File: config.mk
export PLATFORM = sky130hd
export DESIGN_NAME = alu_nibble_serial_flat
export DESIGN_NICKNAME = d
export VERILOG_FILES = /design/src/rtl/alu_nibble_serial_if.sv /design/src/rtl/alu_nibble_serial.sv /design/src/flat_wrapper.sv
export SDC_FILE = /design/constraint.sdc
export NUM_CORES = 1
export LEC_CHECK = 0
export ABC_CLOCK_PERIOD_IN_PS = 5300
export BUFFER_PORTS_ARGS = -buffer_cell sky130_fd_sc_hd__buf_2
export CAP_MARGIN = 5
export CORE_MARGIN = 5
export CORE_UTILIZATION = 50
export CTS_BUF_LIST = sky130_fd_sc_hd__clkbuf_8
export CTS_CLUSTER_DIAMETER = 80
export DETAILED_ROUTE_END_ITERATION = 10
export HOLD_SLACK_MARGIN = 0.08
export PLACE_DENSITY = 0.72
export SYNTH_ARGS = -nofsm -noshare
export SYNTH_HDL_FRONTEND = slang
export SYNTH_SLANG_ARGS = --single-unit
File: constraint.sdc
create_clock -name clk -period 5.3 [get_ports clk]
set_input_delay 0.795 -clock clk [delete_from_list [all_inputs] [get_ports clk]]
set_output_delay 0.795 -clock clk [all_outputs]
set_load 0.1 [all_outputs]
File: src/rtl/alu_nibble_serial_if.sv
// alu_nibble_serial_if: start/done handshake, operands, function select and result bundle for alu_nibble_serial
interface alu_nibble_serial_if #(parameter int WIDTH = 16);
  logic start;
  logic [WIDTH-1:0] A;
  logic [WIDTH-1:0] B;
  logic [3:0] S;
  logic M;
  logic Cn_;
  logic busy;
  logic done;
  logic [WIDTH-1:0] F;
  logic Cnplus;
  logic Eq;
  logic zero;
  logic ovf;
  modport master (output start, A, B, S, M, Cn_, input busy, done, F, Cnplus, Eq, zero, ovf);
  modport slave (input start, A, B, S, M, Cn_, output busy, done, F, Cnplus, Eq, zero, ovf);
endinterface

File: src/rtl/alu_nibble_serial.sv
// alu_nibble_serial: 74181 function set on WIDTH bits, NPC nibbles per clock, LSB first; ALU_SERIAL_OVF_EN enables signed overflow
module alu_nibble_serial #(
  parameter int WIDTH = 16,
  parameter int NPC = 1
) (
  input logic clk,
  input logic rst,
  alu_nibble_serial_if.slave bus
);
  localparam int G = 4 * NPC;
  localparam int N = WIDTH / G;
  localparam int CW = N > 1 ? $clog2(N) : 1;
  typedef enum logic {IDLE, RUN} state_t;
  state_t state;
  logic [CW-1:0] cyc;
  logic [WIDTH-1:0] a_r, b_r, acc, fw, f_q;
  logic [3:0] s_r;
  logic m_r, carry, busy_q, done_q, cnp_q, eq_q, zero_q;
  logic [G-1:0] ag, bg, x, y, fg;
  logic [G:0] c;
  logic last;
  always_comb begin
    ag = a_r[cyc*G +: G];
    bg = b_r[cyc*G +: G];
    x = ag | (bg & {G{s_r[0]}}) | (~bg & {G{s_r[1]}});
    y = (ag & ~bg & {G{s_r[2]}}) | (ag & bg & {G{s_r[3]}});
    c = '0;
    c[0] = carry;
    fg = '0;
    for (int k = 0; k < G; k++) begin
      fg[k] = m_r ? ~(x[k] ^ y[k]) : x[k] ^ y[k] ^ c[k];
      c[k+1] = m_r ? 1'b0 : (x[k] & y[k]) | (c[k] & (x[k] ^ y[k]));
    end
    fw = acc;
    fw[cyc*G +: G] = fg;
    last = cyc == CW'(N - 1);
  end
`ifdef ALU_SERIAL_OVF_EN
  logic ovf_q;
  assign bus.ovf = ovf_q;
`else
  assign bus.ovf = 1'b0;
`endif
  always_ff @(posedge clk) begin
    if (rst) begin
      state <= IDLE;
      cyc <= '0;
      acc <= '0;
      carry <= 1'b0;
      busy_q <= 1'b0;
      done_q <= 1'b0;
      f_q <= '0;
      cnp_q <= 1'b1;
      eq_q <= 1'b0;
      zero_q <= 1'b1;
`ifdef ALU_SERIAL_OVF_EN
      ovf_q <= 1'b0;
`endif
    end else begin
      done_q <= 1'b0;
      if (state == IDLE) begin
        if (bus.start) begin
          a_r <= bus.A;
          b_r <= bus.B;
          s_r <= bus.S;
          m_r <= bus.M;
          carry <= ~bus.Cn_;
          cyc <= '0;
          busy_q <= 1'b1;
          state <= RUN;
        end
      end else begin
        acc <= fw;
        carry <= c[G];
        cyc <= last ? '0 : cyc + 1'b1;
        if (last) begin
          state <= IDLE;
          busy_q <= 1'b0;
          done_q <= 1'b1;
          f_q <= fw;
          cnp_q <= m_r | ~c[G];
          eq_q <= &fw;
          zero_q <= ~|fw;
`ifdef ALU_SERIAL_OVF_EN
          ovf_q <= ~m_r & (c[G-1] ^ c[G]);
`endif
        end
      end
    end
  end
  assign bus.busy = busy_q;
  assign bus.done = done_q;
  assign bus.F = f_q;
  assign bus.Cnplus = cnp_q;
  assign bus.Eq = eq_q;
  assign bus.zero = zero_q;
endmodule

File: src/flat_wrapper.sv
// flat-port wrapper written by rule: the top's interface ports become plain ports
module alu_nibble_serial_flat 
#(
  parameter int WIDTH = 16,
  parameter int NPC = 1
)
  (clk, rst, bus_start, bus_A, bus_B, bus_S, bus_M, bus_Cn_, bus_busy, bus_done, bus_F, bus_Cnplus, bus_Eq, bus_zero, bus_ovf);
  alu_nibble_serial_if #(.WIDTH(WIDTH)) bus_i ();
  input logic clk;
  input logic rst;
  input wire logic [$bits(bus_i.start)-1:0] bus_start;
  input wire logic [$bits(bus_i.A)-1:0] bus_A;
  input wire logic [$bits(bus_i.B)-1:0] bus_B;
  input wire logic [$bits(bus_i.S)-1:0] bus_S;
  input wire logic [$bits(bus_i.M)-1:0] bus_M;
  input wire logic [$bits(bus_i.Cn_)-1:0] bus_Cn_;
  output wire logic [$bits(bus_i.busy)-1:0] bus_busy;
  output wire logic [$bits(bus_i.done)-1:0] bus_done;
  output wire logic [$bits(bus_i.F)-1:0] bus_F;
  output wire logic [$bits(bus_i.Cnplus)-1:0] bus_Cnplus;
  output wire logic [$bits(bus_i.Eq)-1:0] bus_Eq;
  output wire logic [$bits(bus_i.zero)-1:0] bus_zero;
  output wire logic [$bits(bus_i.ovf)-1:0] bus_ovf;
  assign bus_i.start = bus_start;
  assign bus_i.A = bus_A;
  assign bus_i.B = bus_B;
  assign bus_i.S = bus_S;
  assign bus_i.M = bus_M;
  assign bus_i.Cn_ = bus_Cn_;
  assign bus_busy = bus_i.busy;
  assign bus_done = bus_i.done;
  assign bus_F = bus_i.F;
  assign bus_Cnplus = bus_i.Cnplus;
  assign bus_Eq = bus_i.Eq;
  assign bus_zero = bus_i.zero;
  assign bus_ovf = bus_i.ovf;
  alu_nibble_serial #(.WIDTH(WIDTH), .NPC(NPC)) u_core (.clk(clk), .rst(rst), .bus(bus_i));
endmodule
==> flow_summary.json <==
{
  "status": "completed",
  "yosys.area_share.simple_pct": 16.6,
  "wirelength_mm": 7.39,
  "finalHoldViolations": 0,
  "via_per_inst": 5.42,
  "synth_top_family_by_area": "simple AND/OR/NAND/NOR gates",
  "io-pin-count": 63,
  "path_buf_inv": 1,
  "drv_cap": 0,
  "cp-start-kind": "flop",
  "core_area_sq_mm": 0.00718,
  "setup_tns_ns": 0,
  "synthMuxAreaShare_pct": 7.17,
  "synth_area_sq_mm": 0.00363,
  "critPathMostFrequentCell": "fa_1",
  "yosysTopAreaCell": "edfxtp_1",
  "die_w_microns": 95.2,
  "cts-root-buf": "clkbuf_8",
  "finalCritPeriodShare_pct": 87.7,
  "met2_usage_pct": 28.6,
  "diodes": 0,
  "rsz0062_at_grt": "false",
  "dieHeight_microns": 95.2,
  "worst_setup_path_end_kind": "flop",
  "yosys_warnings": 0,
  "dr.pass1.iters": 5,
  "fin_cells": 486,
  "seq_area_frac_synth_pct": 53.2,
  "crit_arrival_ns": 4.92,
  "synth_flop_cell": "dfxtp_1",
  "placed_cells": 470,
  "finalCriticalPeriod_ns": 4.65,
  "syn_to_final_growth_pct": 15.7,
  "vdd_drop_max_v": 0.000160,
  "crit_type": "flop to flop",
  "worst_pin_slew_ns": 0.986,
  "synth_edf_count": 37,
  "powerDensity_mw_per_mm2": 306,
  "cts_setup_buffers": 0,
  "relSlewSlack_pct": 34.1,
  "synth_top_area_share_pct": 30.6,
  "cp_slowest_cell": "mux4_2",
  "grt_use_met3_pct": 5.13,
  "port_buffers": 61,
  "grt-busiest-layer": "met2",
  "fmax_mhz": 215,
  "ys_seq_elements": 78,
  "initial_core_util_pct": 50.6,
  "gp_congestion": 0.879,
  "clkLatencyLatePin_ns": 0.35,
  "hold_class": "flop to flop",
  "syn_nets": 383,
  "num_vias": 2632,
  "critPathTopFamily": "simple AND/OR/NAND/NOR gates",
  "use_met1_pct": 22.9,
  "cts_inserted_buffers": 9,
  "cp.required_ns": 5.57,
  "finalNetCount": 437,
  "synth-async-reset-ratio_pct": 0,
  "grt_pass1_wl_mm": 12.5,
  "clock_sinks": 78,
  "cp_max_fo": 18,
  "avgSynthCellArea_sq_um": 11.1,
  "setup_violations": 0,
  "synth_compound_area_share_pct": 13.7,
  "synth-xor-area-share_pct": 0,
  "grt_max_degree": 44,
  "cellLeakagePower_nw": 1.58,
  "first_global_vias": 2619,
  "nFillCells": 607,
  "synth.distinct_cells": 44,
  "dp_hpwl_mm": 5.41,
  "grtUsageTotal_pct": 17.8,
  "postCtsResizedCells": 0,
  "seqCellArea_sq_mm": 0.00193,
  "clockBufferDepth": 2,
  "rows": 31,
  "crit_path_cell_trace": "buf_4 > mux4_2 > a211o_1 > fa_1 > nor2b_1 > fa_1 > nand2b_1 > fa_1 > mux2i_4 > a21oi_2 > or4_1 > or4b_1 > o31ai_1",
  "htreeDepth": 3,
  "skew_ns": 0.0124,
  "die-area_sq_mm": 0.00906,
  "grt.overflow.total": 0,
  "synthCells": 328,
  "avgRoutedWirePerCell_microns": 15.2,
  "cts_tree": "built",
  "drc": 0,
  "cts_hold_buf": 0,
  "slowest_delay_ns": 0.55,
  "timing.final.max_slew_violations": 0,
  "grt_antenna_before_repair": 0,
  "final_layout_size_suffix_gt1_share_pct": 24.0,
  "multi_input_area_sq_mm": 0.00158,
  "synthTopCellsByArea": "edfxtp_1 31%, dfxtp_1 23%, nor2_1 5.1%",
  "drt_iter0_markers": 162,
  "synthAdderAreaFrac_pct": 5.65,
  "ant_nets": 0,
  "path_clk_slew_ns": 0.08
}
routing by layer:
metal	part of all wire (%)	vias to the layer above
met5	0	-
met4	1.1	0
met3	6.7	7
met2	47	86
met1	45	1226
li1	-	1313
worst paths after layout:
path / from / end / slack [ns] / cells after the start
hold reg to reg: u_core.bus.Cnplus / u_core.bus.Cnplus / 0.47 / 1
setup / recovery: u_core.cyc[0] / u_core.bus.Eq / 0.65 / 13
hold / removal: u_core.bus.Cnplus / u_core.bus.Cnplus / 0.47 / 1
setup reg to reg: u_core.cyc[0] / u_core.bus.Eq / 0.65 / 13
placed cells by master (no fill, tap or decap), types with 4 or more instances in the layout:
cell type	instances
a211o_1	4
a211oi_1	19
a21oi_1	15
a22oi_1	4
a32oi_1	9
buf_2	61
buf_4	5
clkbuf_8	9
dfxtp_1	41
edfxtp_1	37
fa_1	4
ha_1	10
inv_1	8
mux2i_1	5
mux4_2	6
nand2_1	11
nand2b_1	7
nor2_1	48
nor2b_1	18
nor3_1	14
o21ai_0	9
registers in the layout, summed over array words and instances (netlist names):
name / count
u_core.state: 1
u_core.a_r: 16
u_core.bus.done: 1
u_core.b_r: 16
u_core.bus.F: 16
u_core.acc: 16
u_core.bus.zero: 1
u_core.cyc: 2
u_core.bus.busy: 1
u_core.bus.Eq: 1
u_core.m_r: 1
u_core.carry: 1
u_core.s_r: 4
u_core.bus.Cnplus: 1
cell usage after synthesis (2+ instances only):
cell type / instances
o31ai_1: 2
inv_1: 8
mux2i_1: 5
or2_2: 3
or4_1: 2
o22ai_1: 2
and2_1: 2
nor3_1: 14
nor4bb_1: 2
a22oi_1: 4
fa_1: 4
and2b_1: 2
nor2b_1: 18
o21ai_0: 9
a32o_1: 2
buf_4: 3
nand4b_1: 2
nand3b_1: 3
mux4_1: 2
nand2b_1: 7
a32oi_1: 9
dfxtp_1: 41
buf_1: 2
clkbuf_1: 17
mux4_2: 6
a211oi_1: 19
edfxtp_1: 37
a21oi_1: 15
nor2_1: 49
ha_1: 10
a211o_1: 4
nand2_1: 11
power breakdown:
group	internal (mW)	total, mW	switching (mW)
logic	0.0701	0.181	0.111
registers	0.654	0.666	0.0118
clock network	0.218	0.439	0.221
layout make-up:
| type | instances | share of cell area, % |
|---|---|---|
| Clock buffer | 9 | 2.95 |
| Clock inverter | 7 | 1.70 |
| Inverter | 8 | 0.715 |
| Multi-Input combinational cell | 219 | 37.5 |
| Sequential cell | 78 | 46.0 |
| Tap cell | 99 | 2.95 |
| Timing Repair Buffer | 66 | 8.16 |
through the flow:
step | power (mW) | worst slack, ns | cell area (sq um) | hold WS [ns] | util (%)
2_1_floorplan | 0.811 | 0.555 | 3630 | 0.460 | -
6_report | 1.29 | 0.650 | 4200 | 0.467 | 58.5
3_5_place_dp | 0.861 | 0.684 | 4010 | 0.459 | 55.8
4_1_cts | 1.30 | 0.645 | 4200 | 0.477 | 58.5
5_1_grt | 1.35 | 0.427 | 4200 | 0.511 | 58.5
3_3_place_gp | 0.856 | 0.777 | 4010 | 0.445 | 55.8
logic make-up (layout without fill, tap and decap cells):
logic type,Yosys count,in the layout
fa+ha+maj,14,14
simple gates,119,119
compound gates,71,71
other cells,1,1
buf+inv,31,90
mux,14,14
flops,78,78
worst reg2reg max path: cells and delay by family (launching register included):
| family | cells | cell delay (ns) |
|---|---|---|
| DFF | 1 | 0.35 |
| adders and majority gates | 3 | 1.21 |
| AOI/OAI and AO/OA | 3 | 0.65 |
| and+or+nand+nor | 4 | 1.22 |
| muxes | 2 | 0.88 |
| buffers and inverters | 1 | 0.27 |
(Power assumes the default switching activity.)
